<file path="config.mk">
export PLATFORM = sky130hd
export DESIGN_NAME = mem_stage_flat
export DESIGN_NICKNAME = d
export VERILOG_FILES = /design/src/rtl/mem_stage_pkg.sv /design/src/rtl/mem_stage_if.sv /design/src/rtl/mem_align.sv /design/src/rtl/mem_stage.sv /design/src/flat_wrapper.sv
export SDC_FILE = /design/constraint.sdc
export NUM_CORES = 1
export LEC_CHECK = 0
export ABC_CLOCK_PERIOD_IN_PS = 2400
export CORE_AREA = 2 2 291 293
export CTS_CLUSTER_SIZE = 28
export DETAILED_ROUTE_END_ITERATION = 8
export DIE_AREA = 0 0 293 295
export PLACE_DENSITY = 0.45
export RECOVER_POWER = 100
export SETUP_SLACK_MARGIN = 0.05
export SYNTH_ARGS = -nofsm -noshare
export SYNTH_HDL_FRONTEND = slang
export SYNTH_SLANG_ARGS = --single-unit
</file>
<file path="constraint.sdc">
create_clock -name clk -period 2.4 [get_ports clk]
set_input_delay 0.48 -clock clk [delete_from_list [all_inputs] [get_ports clk]]
set_output_delay 0.48 -clock clk [all_outputs]
set_load 0.03 [all_outputs]
</file>
<file path="src/rtl/mem_stage_pkg.sv">
// rtl/mem_stage_pkg.sv - shared types for the RV32 memory stage
package mem_stage_pkg;

  localparam int XLEN   = 32;
  localparam int MASK_W = 4;

  typedef enum logic [1:0] {
    IDLE = 2'd0,
    WAIT = 2'd1,
    DONE = 2'd2
  } mem_fsm_t;

  typedef enum logic [2:0] {
    LB  = 3'b000,
    LH  = 3'b001,
    LW  = 3'b010,
    LBU = 3'b100,
    LHU = 3'b101
  } load_funct3_t;

  typedef enum logic [2:0] {
    SB = 3'b000,
    SH = 3'b001,
    SW = 3'b010
  } store_funct3_t;

  typedef struct packed {
    logic       mem_read;
    logic       mem_write;
    logic [2:0] funct3;
  } mem_ctrl_t;

  typedef struct packed {
    logic regf_we;
  } wb_ctrl_t;

  typedef struct packed {
    logic              valid;
    logic [63:0]       order;
    logic [31:0]       inst;
    logic [XLEN-1:0]   pc_rdata;
    logic [XLEN-1:0]   pc_wdata;
    logic [XLEN-1:0]   mem_addr;
    logic [MASK_W-1:0] mem_rmask;
    logic [MASK_W-1:0] mem_wmask;
    logic [XLEN-1:0]   mem_rdata;
    logic [XLEN-1:0]   mem_wdata;
  } rvfi_t;

  typedef struct packed {
    logic [XLEN-1:0] func_out;
    logic [XLEN-1:0] rs2_rdata;
    logic [4:0]      rd_addr;
    mem_ctrl_t       mem_ctrl;
    wb_ctrl_t        wb_ctrl;
    rvfi_t           rvfi;
  } ex_stage_t;

  typedef struct packed {
    logic [XLEN-1:0] func_out;
    logic [4:0]      rd_addr;
    wb_ctrl_t        wb_ctrl;
    rvfi_t           rvfi;
  } mem_stage_t;

endpackage

</file>
<file path="src/rtl/mem_stage_if.sv">
// rtl/mem_stage_if.sv - data-memory request/response bus
interface mem_stage_if;
  import mem_stage_pkg::*;

  logic [XLEN-1:0]   addr;
  logic [MASK_W-1:0] rmask;
  logic [MASK_W-1:0] wmask;
  logic [XLEN-1:0]   wdata;
  logic [XLEN-1:0]   rdata;
  logic              resp;

  modport master (output addr, rmask, wmask, wdata, input rdata, resp);
  modport slave  (input addr, rmask, wmask, wdata, output rdata, resp);

endinterface

</file>
<file path="src/rtl/mem_align.sv">
// rtl/mem_align.sv - byte-lane masks, store shifting and load extension
module mem_align
  import mem_stage_pkg::*;
(
  input  logic [2:0]        funct3,
  input  logic [1:0]        offset,
  input  logic [XLEN-1:0]   rs2_rdata,
  input  logic [XLEN-1:0]   rdata,
  output logic [MASK_W-1:0] rmask,
  output logic [MASK_W-1:0] wmask,
  output logic [XLEN-1:0]   wdata,
  output logic [XLEN-1:0]   load_result
);

  logic [MASK_W-1:0] lane_mask;
  logic [15:0]       lane_half;
  logic [7:0]        lane_byte;

  // Shifted masks are truncated to 4 lanes; misaligned halfwords just lose a lane.
  always_comb begin
    lane_mask = 4'b1111;
    case ({1'b0, funct3[1:0]})
      SB:      lane_mask = 4'b0001 << offset;
      SH:      lane_mask = 4'b0011 << offset;
      default: lane_mask = 4'b1111;
    endcase
  end

  assign rmask = lane_mask;
  assign wmask = lane_mask;
  assign wdata = rs2_rdata << {offset, 3'b000};

  assign lane_half = 16'(rdata >> {offset, 3'b000});
  assign lane_byte = lane_half[7:0];

  always_comb begin
    load_result = rdata;
    case (funct3)
      LB:      load_result = {{24{lane_byte[7]}}, lane_byte};
      LBU:     load_result = {24'd0, lane_byte};
      LH:      load_result = {{16{lane_half[15]}}, lane_half};
      LHU:     load_result = {16'd0, lane_half};
      default: load_result = rdata;
    endcase
  end

endmodule

</file>
<file path="src/rtl/mem_stage.sv">
// rtl/mem_stage.sv - memory pipeline stage: one dmem request per load/store, result into mem_stage_reg
module mem_stage
  import mem_stage_pkg::*;
(
  input  logic        clk,
  input  logic        rst,
  input  logic        mem_stall,
  input  ex_stage_t   ex_stage_reg,
  mem_stage_if.master dmem,
  output logic        dmem_stall,
  output mem_stage_t  mem_stage_reg
);

  mem_fsm_t          state, state_next;
  logic              mem_op;
  logic              issue;
  logic [XLEN-1:0]   issue_addr;
  logic [XLEN-1:0]   load_raw;
  logic [XLEN-1:0]   addr_q, wdata_q, rdata_hold;
  logic [MASK_W-1:0] rmask_q, wmask_q;
  logic [MASK_W-1:0] al_rmask, al_wmask;
  logic [XLEN-1:0]   al_wdata, al_load;
  mem_stage_t        mem_next;

  assign mem_op     = ex_stage_reg.mem_ctrl.mem_read | ex_stage_reg.mem_ctrl.mem_write;
  assign issue_addr = {ex_stage_reg.func_out[XLEN-1:2], 2'b00};

  mem_align u_align (
    .funct3      (ex_stage_reg.mem_ctrl.funct3),
    .offset      (ex_stage_reg.func_out[1:0]),
    .rs2_rdata   (ex_stage_reg.rs2_rdata),
    .rdata       (load_raw),
    .rmask       (al_rmask),
    .wmask       (al_wmask),
    .wdata       (al_wdata),
    .load_result (al_load)
  );

  always_ff @(posedge clk) begin
    if (rst) state <= IDLE;
    else     state <= state_next;
  end

  always_comb begin
    state_next = state;
    issue      = 1'b0;
    dmem_stall = 1'b0;
    dmem.addr  = addr_q;
    dmem.wdata = wdata_q;
    dmem.rmask = '0;
    dmem.wmask = '0;
    load_raw   = dmem.rdata;
    unique case (state)
      IDLE: begin
        dmem.addr  = issue_addr;
        dmem.wdata = al_wdata;
        if (mem_op) begin
          issue      = 1'b1;
          dmem_stall = 1'b1;
          dmem.rmask = ex_stage_reg.mem_ctrl.mem_read  ? al_rmask : '0;
          dmem.wmask = ex_stage_reg.mem_ctrl.mem_write ? al_wmask : '0;
          state_next = WAIT;
        end
      end
      WAIT: begin
        if (dmem.resp) state_next = mem_stall ? DONE : IDLE;
        else           dmem_stall = 1'b1;
      end
      DONE: begin
        load_raw = rdata_hold;
        if (!mem_stall) state_next = IDLE;
      end
      default: state_next = IDLE;
    endcase
    // Nothing leaves the stage while reset is asserted, even with a load/store sitting in ex.
    if (rst) begin
      issue      = 1'b0;
      dmem_stall = 1'b0;
      dmem.rmask = '0;
      dmem.wmask = '0;
    end
  end

  always_ff @(posedge clk) begin
    if (rst) begin
      addr_q     <= '0;
      wdata_q    <= '0;
      rmask_q    <= '0;
      wmask_q    <= '0;
      rdata_hold <= '0;
    end else begin
      if (issue) begin
        addr_q  <= issue_addr;
        wdata_q <= al_wdata;
        rmask_q <= dmem.rmask;
        wmask_q <= dmem.wmask;
      end
      if (state == WAIT && dmem.resp) rdata_hold <= dmem.rdata;
    end
  end

  // Only sampled in WAIT-with-resp, DONE, or IDLE without a memory op; the issue cycle always stalls.
  always_comb begin
    mem_next          = '0;
    mem_next.func_out = ex_stage_reg.mem_ctrl.mem_read ? al_load : ex_stage_reg.func_out;
    mem_next.rd_addr  = ex_stage_reg.rd_addr;
    mem_next.wb_ctrl  = ex_stage_reg.wb_ctrl;
    mem_next.rvfi     = ex_stage_reg.rvfi;
    mem_next.rvfi.mem_addr  = '0;
    mem_next.rvfi.mem_rmask = '0;
    mem_next.rvfi.mem_wmask = '0;
    mem_next.rvfi.mem_rdata = '0;
    mem_next.rvfi.mem_wdata = '0;
    if (mem_op) begin
      mem_next.rvfi.mem_addr  = addr_q;
      mem_next.rvfi.mem_rmask = rmask_q;
      mem_next.rvfi.mem_wmask = wmask_q;
      mem_next.rvfi.mem_rdata = ex_stage_reg.mem_ctrl.mem_read  ? load_raw : '0;
      mem_next.rvfi.mem_wdata = ex_stage_reg.mem_ctrl.mem_write ? wdata_q  : '0;
    end
  end

  always_ff @(posedge clk) begin
    if (rst)             mem_stage_reg <= '0;
    else if (!mem_stall) mem_stage_reg <= mem_next;
  end

endmodule

</file>
<file path="src/flat_wrapper.sv">
// flat-port wrapper written by rule: the top's interface ports become plain ports
module mem_stage_flat import mem_stage_pkg::*;
  (clk, rst, mem_stall, ex_stage_reg, dmem_stall, mem_stage_reg, dmem_addr, dmem_rmask, dmem_wmask, dmem_wdata, dmem_rdata, dmem_resp);
  mem_stage_if dmem_i ();
  input  logic clk;
  input  logic rst;
  input  logic mem_stall;
  input  ex_stage_t ex_stage_reg;
  output logic dmem_stall;
  output mem_stage_t mem_stage_reg;
  output wire logic [$bits(dmem_i.addr)-1:0] dmem_addr;
  output wire logic [$bits(dmem_i.rmask)-1:0] dmem_rmask;
  output wire logic [$bits(dmem_i.wmask)-1:0] dmem_wmask;
  output wire logic [$bits(dmem_i.wdata)-1:0] dmem_wdata;
  input wire logic [$bits(dmem_i.rdata)-1:0] dmem_rdata;
  input wire logic [$bits(dmem_i.resp)-1:0] dmem_resp;
  assign dmem_addr = dmem_i.addr;
  assign dmem_rmask = dmem_i.rmask;
  assign dmem_wmask = dmem_i.wmask;
  assign dmem_wdata = dmem_i.wdata;
  assign dmem_i.rdata = dmem_rdata;
  assign dmem_i.resp = dmem_resp;
  mem_stage u_core (.clk(clk), .rst(rst), .mem_stall(mem_stall), .ex_stage_reg(ex_stage_reg), .dmem(dmem_i), .dmem_stall(dmem_stall), .mem_stage_reg(mem_stage_reg));
endmodule
</file>
Word-level counts from Yosys, hierarchy flattened
Cells that the tools add are included.
Widths: inputs -> output; s select.

word-level totals
  output and inout port bits = 376
  input port bits = 376
  register bits = 407
  word-level logic and storage cells = 66

operators by class
  shifts and indexed selects = 4
  equality and inequality tests = 9
  multiplexer cells = 28
  reductions and logical operators = 5
  bitwise logic cells = 1

operators by type and width
  cell                 count
  $mux 32              6
  $pmux 32 s4          1
  $mux 104             1
  $mux 4               8
  $shl 32x5->32        1
  $shr 32x5->16        1
  $mux 2               4
  $pmux 4 s2           1
  $eq 3x3->1 const B   2
  $pmux 2 s3           1
  $mux 1               5
  $eq 2x1->1 const B   2
  $logic_not 2->1      2
  $ne 2x2->1 const B   2
  $shl 1x2->4 const A  1
  $shl 2x2->4 const A  1
  $eq 3x1->1 const B   1
  $logic_not 3->1      1
  $reduce_and 3->1     1
  $eq 2x2->1 const B   1
  $ne 2x1->1 const B   1
  $pmux 1 s2           1
  $logic_and 1x1->1    1
  $or 1x1->1           1

Depth between registers and ports, before layout
  word-level depth = 6
  depth in mapped cells = 10
  mapped depth without buffers = 5

Hierarchy
Synthesis repeated with hierarchy kept, for this count alone.

second synthesis, totals
  cells, all modules = 1777
  area, all modules = 16963.8 um^2

by module, submodules not included
  module     cells an instance  area each (um^2)  instances
  mem_stage  1582               15660.0           1
  mem_align  195                1303.8            1

Worst setup path before layout
Ideal clock, no wire load.

  kind = in2out
  start point = input port ex_stage_reg[308] (netlist bit)
  end point = output port dmem_wdata[18]
  path slack = -497 ps
  data arrival time = 2417 ps
  data required time = 1920 ps
  buffers on the path = 3
  cell stages on the path = 7
  cell sequence = buf_1 > buf_1 > buf_2 > mux2i_1 > nor2_1 > a21oi_1 > o21ai_0

between the ends
  longest elaborated chain between the ends = 2

ends and longest elaborated chain
  what             line                RTL
  start, declared  flat_wrapper.sv:8   input ex_stage_t ex_stage_reg;
  $shl 32x5->32    mem_align.sv:31     assign wdata = rs2_rdata << {offset, 3'b000};
  $mux 32          mem_stage.sv:53     unique case (state)
  end, declared    flat_wrapper.sv:14  output wire logic [$bits(dmem_i.wdata)-1:0] dmem_wdata;

Every way passes these cells.

Worst setup path in the final report
  start point = register u_core.state[1]
  end point = output port dmem_stall

between the ends
  longest elaborated chain between the ends = 3
  elaborated cells between the ends (all ways) = 4
  those cells by class = eq/ne (1); mux (2); reduce/logical (1)

ends and longest elaborated chain
  what                                           line               RTL
  start, declared                                mem_stage.sv:14    mem_fsm_t state, state_next;
  start signal, assigned                         mem_stage.sv:41    else state <= state_next;
  $eq 2x1->1 or $logic_not 2->1 (tied branches)  mem_stage.sv:53
  $pmux 1 s2 *                                   mem_stage.sv:53
  $mux 1 *                                       mem_stage.sv:76    if (rst) begin
  end, declared                                  flat_wrapper.sv:9  output logic dmem_stall;

Mark *: on every way between the ends. The rest lies on a longest branch, timed or not.

==> impl_metrics.csv <==
group,metric,value,unit
outcome,outcome,"finished, violations left",
outcome,violations,"max-capacitance violations, max-slew violations, negative setup slack",
critical_path,path_class,"reg -> out",
floorplanning,die_h,295,um
critical_path,rrSetupSlack,0.07,ns
place,place_congestion,0.829,
timing,hold-worst-slack,0.346,ns
global_route,antenna_found_initial,13,
critical_path,worstPathArrival,1.95,ns
clocking,clkTransAtPathRegs,0.06,ns
critical_path,crit_path_start,"u_core.state[1]",
timing,fin_skew,0.0351,ns
route,drc,0,
synthesis,ys_warn_count,0,
synthesis,synth_async_sr_flop_share,0,%
clocking,clock_latency,0.60,ns
route,drt-pass1-iter-count,4,
critical_path,path_max_fanout,4,
synthesis,synth_cells,1850,
timing,timing.fmax,412,MHz
route,dr_total_vias,15900,
critical_path,critPathCapture,"dmem_stall",
cells_and_area,num-nets-final,2904,
route,drt_iter0_drc,716,
clocking,cts_tree,"yes",
cells_and_area,final_util,32.5,%
synthesis,synth-edff-count,0,
synthesis,synth-seq-cells,405,
cells_and_area,ff_latch_area,8110,sq um
global_route,grt_overflow,0,
timing,fin_ws,-0.0299,ns
synthesis,synth_flop_cell,"dfxtp_1",
clocking,clkSinkCount,405,
global_route,grt_max_degree,115,
synthesis,yosysMostFrequentCell,"dfxtp_1",
critical_path,start_kind,"flip-flop",
power,p_leak,0.0109,uW
synthesis,synthDistinctLibCells,49,
route,vias_per_cell,4.38,
critical_path,worst_setup_path_end_kind,"output port",
route,routedWlPerCell,20.5,um
clocking,htreeDepth,2,
global_route,grt_first_pass_wirelength,108,mm
timing,rsz0062_at_grt,"true",
global_route,grt.total_usage,16.5,%
power,power.density,713,nW/um^2
run,cap_violations,1,
floorplanning,initial_utilization,19.7,%
floorplanning,core,83200,sq um
clocking,cts_buffers,51,
critical_path,reg2reg_from,"u_core.state[1]",
cells_and_area,n_fill_cell,8632,
min_path,worstHoldPathType,"in -> reg",
synthesis,ys_top_cells_by_count,"405 x dfxtp_1, 333 x nand2_1, 259 x nor2_1",
floorplanning,die_area,86400,sq um
synthesis,yosysSeqAreaShare,49.5,%
clocking,cts-root-buf,"clkbuf_16",
timing,slew_viol_final,69,
cells_and_area,largest_reg_flops,301,
synthesis,synth_area_leaders,"dfxtp_1 49%, mux2i_1 13%, nand2_1 7.6%",
critical_path,critPathRequiredTime,1.92,ns
place,io_buffers,643,
timing,final_hold_viol_count,0,
floorplanning,rows,106,
timing,worst_pin_slew,1.51,ns
route,ant_nets,0,
timing,fin_crit_sh,101,%
floorplanning,ios,752,
cells_and_area,areaGrowthSynthToFinish,65.0,%
floorplanning,dieWidth,293,um
synthesis,synth_top_area_cell,"dfxtp_1",
place,dpl.hpwl,56.4,mm
timing,setup_viol,8,
clocking,clock_path_buffers,3,
synthesis,syn_area_per_cell,8.86,sq um
timing,relSlewSlack,-0.634,%
critical_path,r2r_end,"u_core.mem_stage_reg[285]",
critical_path,worstRegToRegCells,7,
power,max-vdd-ir-drop,497,uV
route,drt_wl_total,74.5,mm
global_route,grt_pass1_vias,16300,
cells_and_area,layout-drive-gt1-share,15.1,%
synthesis,synth_top_area_share,49.5,%
synthesis,synth_area,16400,sq um
cells_and_area,multi_input_area,7990,sq um
timing,period_minus_slack,2.43,ns
place,preCtsSetupSlack,-0.279,ns
==> where the power goes <==
group / total, uW / switching, uW / internal, uW
Sequential: 7320 / 227 / 7090
Combinational: 4250 / 2360 / 1890
Clock: 7710 / 3130 / 4570
==> metal layers <==
metal	global-route usage (%)	part of all wire (%)	up-vias
met2	28.3	48	536
met3	5.51	7.9	121
met1	19.4	41	7593
met5	0	0.11	-
met4	5.29	3.0	12
li1	-	-	7680
==> cells by family (layout without fill, tap and decap cells) <==
kind of cell	count (synthesis)	after routing	synth area share [%]
simple gates	659	659	16.1
other cells	1	5	0.0229
compound gates	378	378	15.3
mux	240	240	15.0
flops	405	405	49.5
buf+inv	167	875	4.08
==> placed cells by master (no fill, tap or decap), types with 12 or more instances in the layout <==
cell,synthesis,routed
clkdlybuf4s50_1,0,562
dfxtp_1,405,403
nand2_1,333,309
nor2_1,259,245
mux2i_1,215,215
a21oi_1,144,136
buf_4,6,91
a22o_1,62,62
buf_6,0,54
clkbuf_16,0,52
o21ai_0,55,38
buf_12,0,28
a211oi_1,25,24
mux2_2,23,23
nand2_2,0,22
inv_1,16,16
nand3_1,16,16
nor2b_1,15,14
clkbuf_1,104,13
nor2_4,0,12
clkbuf_8,0,12
==> final cells by class <==
type	count	area share [%]
antenna	1	0.00925
multi-input combinational	1281	29.5
clock buffer	67	5.39
sequential	405	30.0
tap	1080	5.00
inverter	18	0.254
clock inverter	19	0.773
timing repair buffer	771	29.0
==> metrics by stage <==
| stage | cells | total power (uW) | area, sq um | TNS [ns] |
|---|---|---|---|---|
| 4_1_cts | 3639 | 19700 | 27100 | -2.51 |
| 3_3_place_gp | 3537 | 11400 | 24700 | -7.56 |
| 3_5_place_dp | 3537 | 11400 | 24700 | -6.70 |
| 2_1_floorplan | 1853 | 9400 | 16400 | 0 |
| 6_report | 3642 | 19300 | 27000 | -0.0801 |
| 5_1_grt | 3641 | 20100 | 27000 | -4.43 |
==> worst min-delay path by stage <==
stage | startpoint | endpoint | slack [ns] | cells after the start
2_1_floorplan | u_core.rmask_q[0] | u_core.rmask_q[0] | 0.42 | 1
3_3_place_gp | u_core.wmask_q[2] | u_core.wmask_q[2] | 0.43 | 1
3_5_place_dp | u_core.wmask_q[3] | u_core.wmask_q[3] | 0.44 | 1
4_1_cts | mem_stall | u_core.mem_stage_reg[286] | 0.30 | 3
5_1_grt | mem_stall | u_core.mem_stage_reg[286] | 0.33 | 3
6_report | mem_stall | u_core.mem_stage_reg[286] | 0.35 | 3
==> repair_timing <==
item	CTS	global route
setup endpoints to repair	74	71
endpoints found under the hold margin	0	0
pin swaps	10	7
buffers inserted	13	4
cloned	4	1
gates resized for setup	169	21
hold buffers	0	0
==> worst max-delay path, cell delays in order (launching register included) <==
cell	delay, ns
dfxtp_4	0.35
or2_4	0.29
nor2_4	0.14
buf_6	0.12
o21ai_4	0.06
o41ai_2	0.05
bufbuf_16	0.34
Note: power is estimated with default switching activity, not from simulation.
